<file path="config.mk">
export PLATFORM = sky130hd
export DESIGN_NAME = plab4_net_router_input_terminal_ctrl_tdm_flat
export DESIGN_NICKNAME = d
export VERILOG_FILES = /design/src/rtl/plab4_net_router_input_terminal_ctrl_tdm_pkg.sv /design/src/rtl/plab4_net_router_input_terminal_ctrl_tdm_if.sv /design/src/rtl/plab4_net_GreedyRouteCompute.sv /design/src/rtl/plab4_net_tdm_slot_timer.sv /design/src/rtl/plab4_net_router_input_terminal_ctrl_tdm.sv /design/src/flat_wrapper.sv
export SDC_FILE = /design/constraint.sdc
export NUM_CORES = 1
export LEC_CHECK = 0
export CORE_AREA = 2 2 39 41
export DETAILED_ROUTE_END_ITERATION = 8
export DIE_AREA = 0 0 41 43
export PLACE_DENSITY = 0.76
export SYNTH_ARGS = -nofsm -noshare
export SYNTH_HDL_FRONTEND = slang
export SYNTH_SLANG_ARGS = --single-unit
export TNS_END_PERCENT = 30
</file>
<file path="constraint.sdc">
create_clock -name clk -period 1.03 [get_ports clk]
set_input_delay 0.206 -clock clk [delete_from_list [all_inputs] [get_ports clk]]
set_output_delay 0.206 -clock clk [all_outputs]
set_load 0.05 [all_outputs]
</file>
<file path="src/rtl/plab4_net_router_input_terminal_ctrl_tdm_pkg.sv">
// Shared encodings for the TDM terminal-input control: route codes, request bit
// positions and FSM states.
package plab4_net_router_input_terminal_ctrl_tdm_pkg;

   localparam int unsigned ROUTE_NBITS = 2;
   localparam logic [ROUTE_NBITS-1:0] ROUTE_PREV = 2'd0;
   localparam logic [ROUTE_NBITS-1:0] ROUTE_TERM = 2'd1;
   localparam logic [ROUTE_NBITS-1:0] ROUTE_NEXT = 2'd2;

   localparam int unsigned REQ_NBITS = 3;
   localparam int unsigned REQ_PREV  = 0;
   localparam int unsigned REQ_TERM  = 1;
   localparam int unsigned REQ_NEXT  = 2;

   typedef enum logic {
      ST_IDLE = 1'b0,
      ST_REQ  = 1'b1
   } state_t;

endpackage

</file>
<file path="src/rtl/plab4_net_router_input_terminal_ctrl_tdm_if.sv">
// Handshake bundle between the terminal input queue, output arbiters and the
// terminal-input control.
interface plab4_net_router_input_terminal_ctrl_tdm_if
   import plab4_net_router_input_terminal_ctrl_tdm_pkg::*;
#(
   parameter int unsigned p_dest_nbits = 3,
   parameter int unsigned p_dom_nbits  = 1,
   parameter int unsigned p_free_nbits = 2
);
   logic [p_dest_nbits-1:0] dest;
   logic [p_dom_nbits-1:0]  in_domain;
   logic                    in_val;
   logic                    in_rdy;
   logic [p_free_nbits-1:0] num_free_west;
   logic [p_free_nbits-1:0] num_free_east;
   logic [REQ_NBITS-1:0]    reqs;
   logic [REQ_NBITS-1:0]    grants;

   modport master (
      output dest, in_domain, in_val, num_free_west, num_free_east, grants,
      input  in_rdy, reqs
   );

   modport slave (
      input  dest, in_domain, in_val, num_free_west, num_free_east, grants,
      output in_rdy, reqs
   );
endinterface

</file>
<file path="src/rtl/plab4_net_GreedyRouteCompute.sv">
// Greedy ring routing: choose the shorter direction to dest; ties go prev.
module plab4_net_GreedyRouteCompute
   import plab4_net_router_input_terminal_ctrl_tdm_pkg::*;
#(
   parameter int unsigned p_router_id   = 0,
   parameter int unsigned p_num_routers = 8,
   parameter int unsigned c_dest_nbits  = $clog2(p_num_routers)
)(
   input  logic [c_dest_nbits-1:0] dest,
   output logic [ROUTE_NBITS-1:0]  route
);
   int unsigned d;
   int unsigned fwd_hops;
   int unsigned bwd_hops;

   always_comb begin
      d        = 32'(dest);
      fwd_hops = (d + p_num_routers - p_router_id) % p_num_routers;
      bwd_hops = (p_router_id + p_num_routers - d) % p_num_routers;
      route    = ROUTE_PREV;
      if (fwd_hops == 0)
         route = ROUTE_TERM;
      else if (fwd_hops < bwd_hops)
         route = ROUTE_NEXT;
   end
endmodule

</file>
<file path="src/rtl/plab4_net_tdm_slot_timer.sv">
// Slot timer rotating the active security domain; shared by all input controls
// of a router so every port switches domain on the same cycle.
module plab4_net_tdm_slot_timer #(
   parameter int unsigned p_num_domains  = 2,
   parameter int unsigned p_slot_cycles  = 8,
   parameter int unsigned p_guard_cycles = 2,
   parameter int unsigned c_dom_nbits    = $clog2(p_num_domains)
)(
   input  logic                   clk,
   input  logic                   reset_n,
   output logic [c_dom_nbits-1:0] cur_domain,
   output logic                   slot_guard
);
   localparam int unsigned c_cnt_nbits = (p_slot_cycles > 1) ? $clog2(p_slot_cycles) : 1;
   localparam logic [c_cnt_nbits-1:0] c_cnt_last    = c_cnt_nbits'(p_slot_cycles - 1);
   localparam logic [c_cnt_nbits-1:0] c_guard_start = c_cnt_nbits'(p_slot_cycles - p_guard_cycles);
   localparam logic [c_dom_nbits-1:0] c_dom_last    = c_dom_nbits'(p_num_domains - 1);

   logic [c_cnt_nbits-1:0] slot_cnt;

   always_ff @(posedge clk or negedge reset_n) begin
      if (!reset_n) begin
         slot_cnt   <= '0;
         cur_domain <= '0;
      end else if (slot_cnt == c_cnt_last) begin
         slot_cnt   <= '0;
         cur_domain <= (cur_domain == c_dom_last) ? '0 : cur_domain + c_dom_nbits'(1);
      end else begin
         slot_cnt   <= slot_cnt + c_cnt_nbits'(1);
      end
   end

   // Guard window: last p_guard_cycles of every slot
   assign slot_guard = (slot_cnt >= c_guard_start);
endmodule

</file>
<file path="src/rtl/plab4_net_router_input_terminal_ctrl_tdm.sv">
// Terminal-input control with TDM timing-channel protection: only the active
// domain may request, and requests are withdrawn during each slot's guard window.
module plab4_net_router_input_terminal_ctrl_tdm
   import plab4_net_router_input_terminal_ctrl_tdm_pkg::*;
#(
   parameter int unsigned p_router_id      = 0,
   parameter int unsigned p_num_routers    = 8,
   parameter int unsigned p_num_free_nbits = 2,
   parameter int unsigned p_num_domains    = 2,
   parameter int unsigned p_slot_cycles    = 8,
   parameter int unsigned p_guard_cycles   = 2,
   parameter int unsigned c_dest_nbits     = $clog2(p_num_routers),
   parameter int unsigned c_dom_nbits      = $clog2(p_num_domains)
)(
   input  logic                   clk,
   input  logic                   reset_n,
   plab4_net_router_input_terminal_ctrl_tdm_if.slave term,
   output logic [c_dom_nbits-1:0] cur_domain,
   output logic                   slot_guard
);
   localparam logic [p_num_free_nbits-1:0] c_free_min = p_num_free_nbits'(1);

   state_t                 state;
   state_t                 state_nxt;
   logic [ROUTE_NBITS-1:0] route_c;
   logic [ROUTE_NBITS-1:0] route_q;
   logic [REQ_NBITS-1:0]   reqs_c;
   logic                   in_rdy_c;
   logic                   eligible_c;

   plab4_net_tdm_slot_timer #(
      .p_num_domains  (p_num_domains),
      .p_slot_cycles  (p_slot_cycles),
      .p_guard_cycles (p_guard_cycles),
      .c_dom_nbits    (c_dom_nbits)
   ) u_slot_timer (
      .clk        (clk),
      .reset_n    (reset_n),
      .cur_domain (cur_domain),
      .slot_guard (slot_guard)
   );

   plab4_net_GreedyRouteCompute #(
      .p_router_id   (p_router_id),
      .p_num_routers (p_num_routers),
      .c_dest_nbits  (c_dest_nbits)
   ) u_route (
      .dest  (term.dest),
      .route (route_c)
   );

   assign eligible_c = term.in_val && (term.in_domain == cur_domain) && !slot_guard;

   always_ff @(posedge clk or negedge reset_n) begin
      if (!reset_n) begin
         state   <= ST_IDLE;
         route_q <= ROUTE_TERM;
      end else begin
         state <= state_nxt;
         if (state == ST_IDLE && eligible_c)
            route_q <= route_c;
      end
   end

   // Requests come only from the latched route; bubble rule keeps one ring slot free
   always_comb begin
      state_nxt = state;
      reqs_c    = '0;
      in_rdy_c  = 1'b0;
      unique case (state)
         ST_IDLE: begin
            if (eligible_c)
               state_nxt = ST_REQ;
         end
         ST_REQ: begin
            if (!slot_guard) begin
               unique case (route_q)
                  ROUTE_PREV: reqs_c[REQ_PREV] = (term.num_free_east > c_free_min);
                  ROUTE_TERM: reqs_c[REQ_TERM] = 1'b1;
                  ROUTE_NEXT: reqs_c[REQ_NEXT] = (term.num_free_west > c_free_min);
                  default:    reqs_c = '0;
               endcase
            end
            if (slot_guard) begin
               state_nxt = ST_IDLE;
            end else if (|(reqs_c & term.grants)) begin
               in_rdy_c  = 1'b1;
               state_nxt = ST_IDLE;
            end else if (!term.in_val) begin
               state_nxt = ST_IDLE;
            end
         end
         default: state_nxt = ST_IDLE;
      endcase
   end

   assign term.reqs   = reqs_c;
   assign term.in_rdy = in_rdy_c;
endmodule
</file>
<file path="src/flat_wrapper.sv">
// flat-port wrapper written by rule: the top's interface ports become plain ports
module plab4_net_router_input_terminal_ctrl_tdm_flat import plab4_net_router_input_terminal_ctrl_tdm_pkg::*;
#(
   parameter int unsigned p_router_id      = 0,
   parameter int unsigned p_num_routers    = 8,
   parameter int unsigned p_num_free_nbits = 2,
   parameter int unsigned p_num_domains    = 2,
   parameter int unsigned p_slot_cycles    = 8,
   parameter int unsigned p_guard_cycles   = 2,
   parameter int unsigned c_dest_nbits     = $clog2(p_num_routers),
   parameter int unsigned c_dom_nbits      = $clog2(p_num_domains)
)
  (clk, reset_n, cur_domain, slot_guard, term_dest, term_in_domain, term_in_val, term_num_free_west, term_num_free_east, term_grants, term_in_rdy, term_reqs);
  plab4_net_router_input_terminal_ctrl_tdm_if term_i ();
  input  logic clk;
  input  logic reset_n;
  output logic [c_dom_nbits-1:0] cur_domain;
  output logic slot_guard;
  input wire logic [$bits(term_i.dest)-1:0] term_dest;
  input wire logic [$bits(term_i.in_domain)-1:0] term_in_domain;
  input wire logic [$bits(term_i.in_val)-1:0] term_in_val;
  input wire logic [$bits(term_i.num_free_west)-1:0] term_num_free_west;
  input wire logic [$bits(term_i.num_free_east)-1:0] term_num_free_east;
  input wire logic [$bits(term_i.grants)-1:0] term_grants;
  output wire logic [$bits(term_i.in_rdy)-1:0] term_in_rdy;
  output wire logic [$bits(term_i.reqs)-1:0] term_reqs;
  assign term_i.dest = term_dest;
  assign term_i.in_domain = term_in_domain;
  assign term_i.in_val = term_in_val;
  assign term_i.num_free_west = term_num_free_west;
  assign term_i.num_free_east = term_num_free_east;
  assign term_i.grants = term_grants;
  assign term_in_rdy = term_i.in_rdy;
  assign term_reqs = term_i.reqs;
  plab4_net_router_input_terminal_ctrl_tdm #(.p_router_id(p_router_id), .p_num_routers(p_num_routers), .p_num_free_nbits(p_num_free_nbits), .p_num_domains(p_num_domains), .p_slot_cycles(p_slot_cycles), .p_guard_cycles(p_guard_cycles), .c_dest_nbits(c_dest_nbits), .c_dom_nbits(c_dom_nbits)) u_core (.clk(clk), .reset_n(reset_n), .term(term_i), .cur_domain(cur_domain), .slot_guard(slot_guard));
endmodule
</file>
==> results of run 1 <==
## registers in the layout, indices dropped and copies added (netlist names)
| register | count |
|---|---|
| u_core.u_slot_timer.slot_cnt | 3 |
| u_core.u_slot_timer.cur_domain | 1 |
| u_core.route_q | 2 |
| u_core.state | 1 |
## layout by cell type, fill, tap and decap left out
cell	count
xnor2_2	1
ha_1	1
dfstp_2	1
dfrtp_1	6
inv_2	4
buf_6	1
xor2_1	1
clkdlybuf4s50_1	8
dlymetal6s2s_1	3
a21oi_4	1
nand2_2	1
nor2b_1	1
clkbuf_4	3
a21o_1	1
nor2_2	1
clkbuf_1	1
nor3_4	1
buf_12	6
nand2_1	1
mux2_2	3
a21oi_1	1
nand4b_1	1
buf_4	14
nor3b_4	1
nor4b_4	1
nand2_4	1
xnor2_1	2
nand3b_1	2
a211oi_2	1
nand4_1	1
o21ai_1	1
ha_4	4
nand3_1	1
## where the power goes
| part | internal (mW) | switching (mW) |
|---|---|---|
| clock network | 0.147 | 0.0872 |
| registers | 0.297 | 0.0197 |
| logic | 0.205 | 0.152 |
| total | 0.648 | 0.258 |
## timing repair
action	CTS	global route
setup buffers	1	2
pin swaps	6	1
resized for setup	8	11
endpoints found under the hold margin	0	0
endpoints found under the setup margin	13	13
## per-stage QoR
step / TNS, ns / std cells / worst slack, ns / util [%]
after floorplan: -2.11 / 41 / -0.426 / -
after global placement: -2.94 / 86 / -0.765 / 59.9
after CTS: -3.12 / 91 / -0.535 / 65.4
after global routing: -3.51 / 93 / -0.592 / 69.0
final: -2.81 / 93 / -0.528 / 69.0
after detailed placement: -3.20 / 86 / -0.846 / 59.9
## how the worst min path moves through the flow
stage / cells after the start / to
2_1_floorplan: 0 / u_core.route_q[1]
3_3_place_gp: 1 / u_core.u_slot_timer.slot_cnt[0]
3_5_place_dp: 1 / u_core.u_slot_timer.slot_cnt[0]
4_1_cts: 1 / u_core.u_slot_timer.cur_domain
5_1_grt: 1 / u_core.u_slot_timer.slot_cnt[1]
6_report: 1 / u_core.u_slot_timer.cur_domain
## layout make-up
cell class | instances | area (sq um)
timing repair buffer | 32 | 354
sequential | 7 | 176
tap | 16 | 20.0
multi-input combinational | 30 | 363
clock buffer | 4 | 26.3
fill | 111 | 429
inverter | 4 | 15.0
## cells by family after synthesis
family / after synthesis / synth area share, %
AOI/OAI and AO/OA: 5 / 6.98
xor gates and xnor gates: 4 / 8.14
buffers and inverters: 4 / 3.49
muxes: 3 / 7.85
and+or+nand+nor: 13 / 18.0
adders and majority gates: 5 / 14.5
DFF: 7 / 41.0
## layer usage
layer,up-vias,part of all wire (%),global-route usage (%),wire length [microns]
li1,217,-,-,-
met1,205,33,13.8,358
met2,14,61,29.1,657
met3,0,5.4,4.71,58
met4,0,0,2.00,0
met5,-,0,0,0
==> impl_results.md, run 1 <==
* Max stage delay on crit path at ~0.39 ns
* Final setup viols at 10
* P per Cell Area at 950 nW/um^2
* Gr ovfl total at 0
* Clk_lat worst skew at 0.24 ns
* Pin count of the biggest net entering global routing at 8
* Clk sinks at 7
* Root Buffer: clkbuf_4
* Drt total wl at 1070 microns
* Post-DP HPWL at 839 microns
* Count of max-cap constraint violations at 0
* First-pass iteration count of the detailed router at 1
* Fin area at ~950 sq um
* Clock Skews at 0.00137 ns
* Netlist cell types at 21
* Initial Util at between 30 and 40%
* Failing checks: negative setup slack
* P_leak at 0.437 nW
* Worst-Margin Slew at about 0.30 ns
* Register bit count reported by yosys at 7
* Diode count at 0
* Placed inst area at ~830 sq um
* Final Critical Period at about 1.6 ns
* Mapped cell area at 430 sq um
* Io pins at 20
* Final worst slack at -0.528 ns
* Max VDD drop at roughly 940 uV
* Syn_area_per_cell at about 10 sq um
* Via Count at 436
* Area Overhead vs Synth at 122%
* End of the worst register-to-register path: u_core.state
* Synth top area cells: dfrtp_1, ha_1, mux2_2
* Worst Hold Class: in2async
* Status: finished with violations
* Post-synth ARST share at 100%
* Placer Congestion at 0.731
* Pwr Total at just over 0.9 mW
* Die Ht at 43 microns
* WP buf/inv at 1
* Total CTS buffers at 3
* Worst reg2reg path startpoint: u_core.route_q[1]
* Cell family with most CP delay: flip-flops
* Critical path class: reg2out
* Mapped Cells at 41
* Synth area leader: dfrtp_1
* Starting DRT DRC Count at 0
* Synth cell count leaders: dfrtp_1, ha_1, inv_1
* Port bufs at 17
* WP data arrival at 1.35 ns
* RSZ-0062 raised after global routing: true
* Final Hold Fails at 0
* Most numerous cell in the Yosys netlist: dfrtp_1
* WP depth at 4
* Fmax at 0.642 GHz
* CP Launch Type: register
* Post-CTS Hold Buffers at 0
* Worst path required time at 0.82 ns
* Reg2Reg Depth at 6
* Initial antenna violation count at 0
* Vias per std cell at 4.69
* Final antenna-violating net count at 0
* Vias in the first global route at 473
* GRT Overall Usage at 14.9%
* Critical path origin: u_core.route_q[1]
* First-pass GRT wire length at 1780 microns
* FP Rows at 14
* CP endpoint kind: output pin
* Die ar. at 1760 sq um
* Maximum clock insertion buffer count at 2
* Top cell type's share of synthesized area at 34.9%
* Chip Width at slightly above 40 microns
* Syn Nets at 60
* Yosys warnings at 0
* Synth Flop Type: dfrtp_1
* Worst-path clk slew at 0.05 ns
* Number of flops mapped to enable cells by yosys at 0
* Max-slew headroom at between 80% and 90%
* Worst Setup EP: term_in_rdy
* WHS at 0.214 ns
* Reg2Reg Setup Slack at -0.31 ns
* Worst path slowest cell: dfrtp_1
* Layout cells sized above 1 at just under 60%
* Drt drc at 0
* Core Area at around 1400 sq um
* CTS tree: yes
* Slew Viols, Final at 0
* H-tree depth at 1
* Worst Path Max Fanout at 3
* Period Utilization, post-route at 151%
* CP Cell Sequence: nand3b_1, a21o_1, a21oi_4, buf_12
* Post-synthesis sequential area ratio at 41.0%
* Drt wl/cell at ~12 microns
* Post-layout net count at 97
Power figures use the tool's default switching activity.
==> run 2, diff against run 1 <==
==> constraint.sdc (replaced) <==
create_clock -name clk -period 1.4 [get_ports clk]
set_input_delay 0.28 -clock clk [delete_from_list [all_inputs] [get_ports clk]]
set_output_delay 0.28 -clock clk [all_outputs]
set_load 0.05 [all_outputs]
==> impl_results.md, run 2 (synthesized netlist as in run 1, its figures left out) <==
* Reg2Reg Setup Slack at 0.08 ns (+0.39 ns)
* P per Cell Area at 756 nW/um^2 (-20%)
* Pin count of the biggest net entering global routing at 8 (unchanged)
* Reg2Reg Depth at 6 (unchanged)
* Max VDD drop at 375 uV (-60%)
* FP Rows at 14 (unchanged)
* Largest register by flop count: u_core.u_slot_timer.slot_cnt
* Worst Path Max Fanout at 4 (+1)
* Via Count at 415 (-4.8%)
* Drt total wl at 937 microns (-13%)
* Largest regs: u_core.u_slot_timer.slot_cnt x3, u_core.route_q x2
* RSZ-0062 raised after global routing: true
* Drt wl/cell at 10.4 microns (-9.8%)
* Starting DRT DRC Count at 1 (+1)
* Layout cells sized above 1 at 45.9% (-12 points)
* Final antenna-violating net count at 0 (unchanged)
* Worst reg2reg path startpoint: u_core.route_q[1]
* Diode count at 0 (unchanged)
* Final worst slack at -0.244 ns (+0.284 ns)
* Gr ovfl total at 0 (unchanged)
* P_leak at 0.403 nW (-7.6%)
* Number of flip-flops in the largest register at 3 (unchanged)
* WP data arrival at 1.36 ns (about the same)
* Fin area at 881 sq um (-7.7%)
* Initial antenna violation count at 0 (unchanged)
* Max-slew headroom at 79.8% (-0.31 points)
* Core Area at 1380 sq um (unchanged)
* Die ar. at 1760 sq um (unchanged)
* Placed inst area at 807 sq um (-2.7%)
* Root Buffer: clkbuf_4
* Worst Hold Class: in2async
* Slew Viols, Final at 0 (unchanged)
* Cell family with most CP delay: flip-flops
* Multi-input logic area at 318 sq um (-12%)
* End of the worst register-to-register path: u_core.state
* H-tree depth at 1 (unchanged)
* WP buf/inv at 1 (unchanged)
* Port bufs at 17 (unchanged)
* Failing checks: negative setup slack
* Clk_lat worst skew at 0.25 ns (about the same)
* CP endpoint kind: output pin
* CTS tree: yes
* Period Utilization, post-route at 117%
* Highest-count cells in the layout ignoring fill and taps: buf_4, clkdlybuf4s50_1, buf_12, dfrtp_1, inv_1
* Maximum clock insertion buffer count at 2 (unchanged)
* Max stage delay on crit path at 0.41 ns (+0.02 ns)
* Io pins at 20 (unchanged)
* Worst path slowest cell: dfrtp_1
* Worst path required time at 1.12 ns (+0.30 ns)
* Status: finished with violations
* Total CTS buffers at 3 (unchanged)
* Chip Width at 41 microns (unchanged)
* Worst-Margin Slew at 0.301 ns (+0.00467 ns)
* Area Overhead vs Synth at 105%
* Initial Util at 31.1% (unchanged)
* Fmax at 0.608 GHz
* CP Cell Sequence: nand3b_1, a21o_1, a21oi_4, buf_12
* Post-DP HPWL at 804 microns (-4.2%)
* Vias per std cell at 4.61 (-1.6%)
* Post-layout net count at 94 (-3.1%)
* Clk sinks at 7 (unchanged)
* Reg area at 176 sq um (unchanged)
* WP depth at 4 (unchanged)
* Fillers at 107 (-3.6%)
* Worst-path clk slew at 0.05 ns (about the same)
* First-pass GRT wire length at 1640 microns (-8.1%)
* Die Ht at 43 microns (unchanged)
* Most common cell after layout, fill and taps aside: buf_4
* Critical path class: reg2out
* GRT Overall Usage at 13.8% (-1.1 points)
* Worst Setup EP: term_in_rdy
* First-pass iteration count of the detailed router at 2 (+1)
* Final Hold Fails at 0 (unchanged)
* CP Launch Type: register
* Drt drc at 0 (unchanged)
* Final Critical Period at between 1.5 and 2 ns
* Placer Congestion at 0.690 (-5.6%)
* Clock Skews at 0.00205 ns (+0.000682 ns)
* Pwr Total at 0.666 mW (-27%)
* Vias in the first global route at 416 (-12%)
* Count of max-cap constraint violations at 0 (unchanged)
* Final setup viols at 5 (-5)
* Critical path origin: u_core.route_q[1]
* WHS at 0.284 ns (+0.0699 ns)
-- run 2: area by class of cell --
cell class	count	share of cell area [%]
Tap cell	16	2.27
Multi-Input combinational cell	30	36.1
Sequential cell	7	20.0
Clock buffer	4	2.98
Inverter	4	1.70
Timing Repair Buffer	29	36.9
-- run 2: routing by layer --
| layer | global-route usage, % | part of all wire [%] |
|---|---|---|
| met3 | 1.57 | 5.0 |
| met5 | 0 | 0 |
| met4 | 8.00 | 0 |
| met1 | 14.6 | 38 |
| met2 | 24.1 | 57 |
-- run 2: per-stage QoR --
| step | TNS, ns | instances | util (%) | setup WS [ns] |
|---|---|---|---|---|
| 5_1_grt | -1.15 | 90 | 63.7 | -0.302 |
| 3_3_place_gp | -0.992 | 83 | 58.3 | -0.469 |
| 2_1_floorplan | -0.208 | 41 | - | -0.130 |
| 3_5_place_dp | -1.14 | 83 | 58.3 | -0.522 |
| 4_1_cts | -0.928 | 90 | 63.5 | -0.254 |
| 6_report | -0.874 | 90 | 63.7 | -0.244 |
-- run 2: worst register-to-register path, delay by kind of cell, from the launching register on --
family	cells	cell delay, ns
AO/OA/AOI/OAI	1	0.06
buffers and inverters	3	0.44
flip-flops	1	0.41
AND/OR/NAND/NOR	2	0.29
-- run 2: what timing repair did --
item,in CTS,in global routing
pin swaps,7,1
buffers inserted,3,0
gates resized for setup,5,2
setup endpoints to repair,5,6
hold buffers,0,0
-- run 2: power by group --
group	switching [mW]	internal, mW	leakage, nW
registers	0.0188	0.218	0.0874
logic	0.101	0.147	0.301
clock network	0.0722	0.109	0.0150
-- run 2: how the worst min path moves through the flow --
stage	endpoint	slack, ns
floorplan	u_core.route_q[1]	-0.02
global placement	u_core.u_slot_timer.slot_cnt[0]	0.43
detailed placement	u_core.u_slot_timer.slot_cnt[0]	0.43
CTS	u_core.u_slot_timer.slot_cnt[1]	0.29
global route	u_core.u_slot_timer.cur_domain	0.31
finish	u_core.u_slot_timer.slot_cnt[1]	0.28
==> RTL edit, RTL diff (settings of run 1) <==
`p_num_domains` is set to 2 in 3 places; all go to 4.
--- a/src/rtl/plab4_net_tdm_slot_timer.sv
+++ b/src/rtl/plab4_net_tdm_slot_timer.sv
@@ -3,3 +3,3 @@
 module plab4_net_tdm_slot_timer #(
-   parameter int unsigned p_num_domains  = 2,
+   parameter int unsigned p_num_domains  = 4,
    parameter int unsigned p_slot_cycles  = 8,
--- a/src/rtl/plab4_net_router_input_terminal_ctrl_tdm.sv
+++ b/src/rtl/plab4_net_router_input_terminal_ctrl_tdm.sv
@@ -8,3 +8,3 @@
    parameter int unsigned p_num_free_nbits = 2,
-   parameter int unsigned p_num_domains    = 2,
+   parameter int unsigned p_num_domains    = 4,
    parameter int unsigned p_slot_cycles    = 8,
--- a/src/flat_wrapper.sv
+++ b/src/flat_wrapper.sv
@@ -6,3 +6,3 @@
    parameter int unsigned p_num_free_nbits = 2,
-   parameter int unsigned p_num_domains    = 2,
+   parameter int unsigned p_num_domains    = 4,
    parameter int unsigned p_slot_cycles    = 8,
Ports: changed (resized cur_domain); port bits go from 20 to 21. No check against the original RTL was run, so the function may have changed too.
==> RTL edit against run 1 <==
  * The flow still finishes with violations (negative setup slack)
  * First-iteration DRC count increased by 1
  * Critical path depth unchanged
  * Utilization rose by 11 points
  * Total power fell by 5.2%
  * Worst setup slack worse by 63 ps
  * Non-clock buffer count increased by 5
  * Sequential cell count rose by 1
  * Design area rose by 16%
  * Register-to-register slack improved by 70 ps
  * Area after synthesis increased by 17%
  * Routed wire length is 41% higher
  * Critical path type unchanged
  * Critical endpoint unchanged
  * Largest cell class is now non-clock buffers
==> RTL edit: results (changes against run 1) <==
status complete, but fails checks (unchanged); failing checks negative setup slack (unchanged); crit-path max cell delay 570 ps (was 390 ps); setup_tns -3849 ps (was -2808 ps); post-cts gate resize count 15 (was 8); first-pass GRT wire length 2290 um (was 1780 um); RR Startpoint u_core.u_slot_timer.slot_cnt[1] (was u_core.route_q[1]); VDD IR-drop max 0.0006727 V (was 0.0009426 V); crit path max fanout 5 (was 3); R2R depth 5 (was 6); total wire length 1512 um (was 1074 um); # setup viols final 14 (was 10); port bufs 18 (was 17); Post-synth top cells dfrtp_1, ha_1, inv_1 (unchanged); First DRT Iteration DRCs 1 (was 0); largest net degree at the start of global routing 9 (was 8); post-route setup slack -590.3 ps (was -527.7 ps); r2r setup slk -240 ps (was -310 ps); crit path max-delay cell type dfstp_2 (was dfrtp_1); Final Skew 9.295 ps (was 1.369 ps); Top Metal Used met4 (was met3); First-pass DRT Iterations 2 (was 1); Worst Tran Pin Value 357.8 ps (was 296.8 ps); metal2 WL 899 um (was 657 um); Synth Area per Inst 10.91 um2 (was 10.50 um2); final non-filler cell total 103 (was 93); RR Endpoint u_core.route_q[1] (was u_core.state)
[RTL edit: changes by cell type after synthesis, sizes merged]
| cell | change |
|---|---|
| mux2 | +2 |
| nor3 | -1 |
| ha | +1 |
| nor2 | +2 |
| dfrtp | +1 |
| xor2 | -1 |
| nor3b | +1 |
[RTL edit: kinds of logic after synthesis]
group           share of synthesized area
simple gates                       0.1945
flops                              0.4015
fa+ha+maj                          0.1496
compound gates                    0.05985
mux                                0.1122
buf+inv                           0.02992
xor+xnor                          0.05238
[RTL edit: worst max path at each step]
stage	depth (start not counted)	to	slack, ps	start
after global placement	7	u_core.route_q[1]	-790	term_dest[0]
final	4	term_in_rdy	-590	u_core.route_q[0]
after global routing	4	term_in_rdy	-610	u_core.route_q[0]
after floorplan	3	term_reqs[0]	-370	u_core.u_slot_timer.slot_cnt[1]
after detailed placement	7	u_core.route_q[1]	-830	term_dest[0]
after CTS	4	term_in_rdy	-520	u_core.route_q[0]
[RTL edit: through the flow]
stage	total power, mW	hold WS, ps
finish	0.8593	226.3
global route	0.9017	252.0
CTS	0.8411	226.4
detailed placement	0.5590	501.1
global placement	0.5546	501.7
floorplan	0.4475	-89.59
[RTL edit: worst register-to-register path: stages, from the launching register on]
cell     delay [ps]
dfrtp_1         390
nand2_2         110
buf_4           120
buf_6           100
nand3_2          90
mux2_1          320
[RTL edit: layout make-up]
type	count	area, um2	area share
sequential	8	203.9	0.1848
multi-input combinational	34	414.1	0.3753
inverter	4	17.52	0.01587
clock buffer	4	26.28	0.02381
tap	16	20.02	0.01814
timing repair buffer	37	421.7	0.3821
[RTL edit: report_power, final]
part           switching, mW  internal, mW  total, mW
sequential            0.0371         0.337      0.374
clock                  0.103         0.148      0.251
combinational         0.0931         0.141      0.234
total                  0.233         0.626      0.859
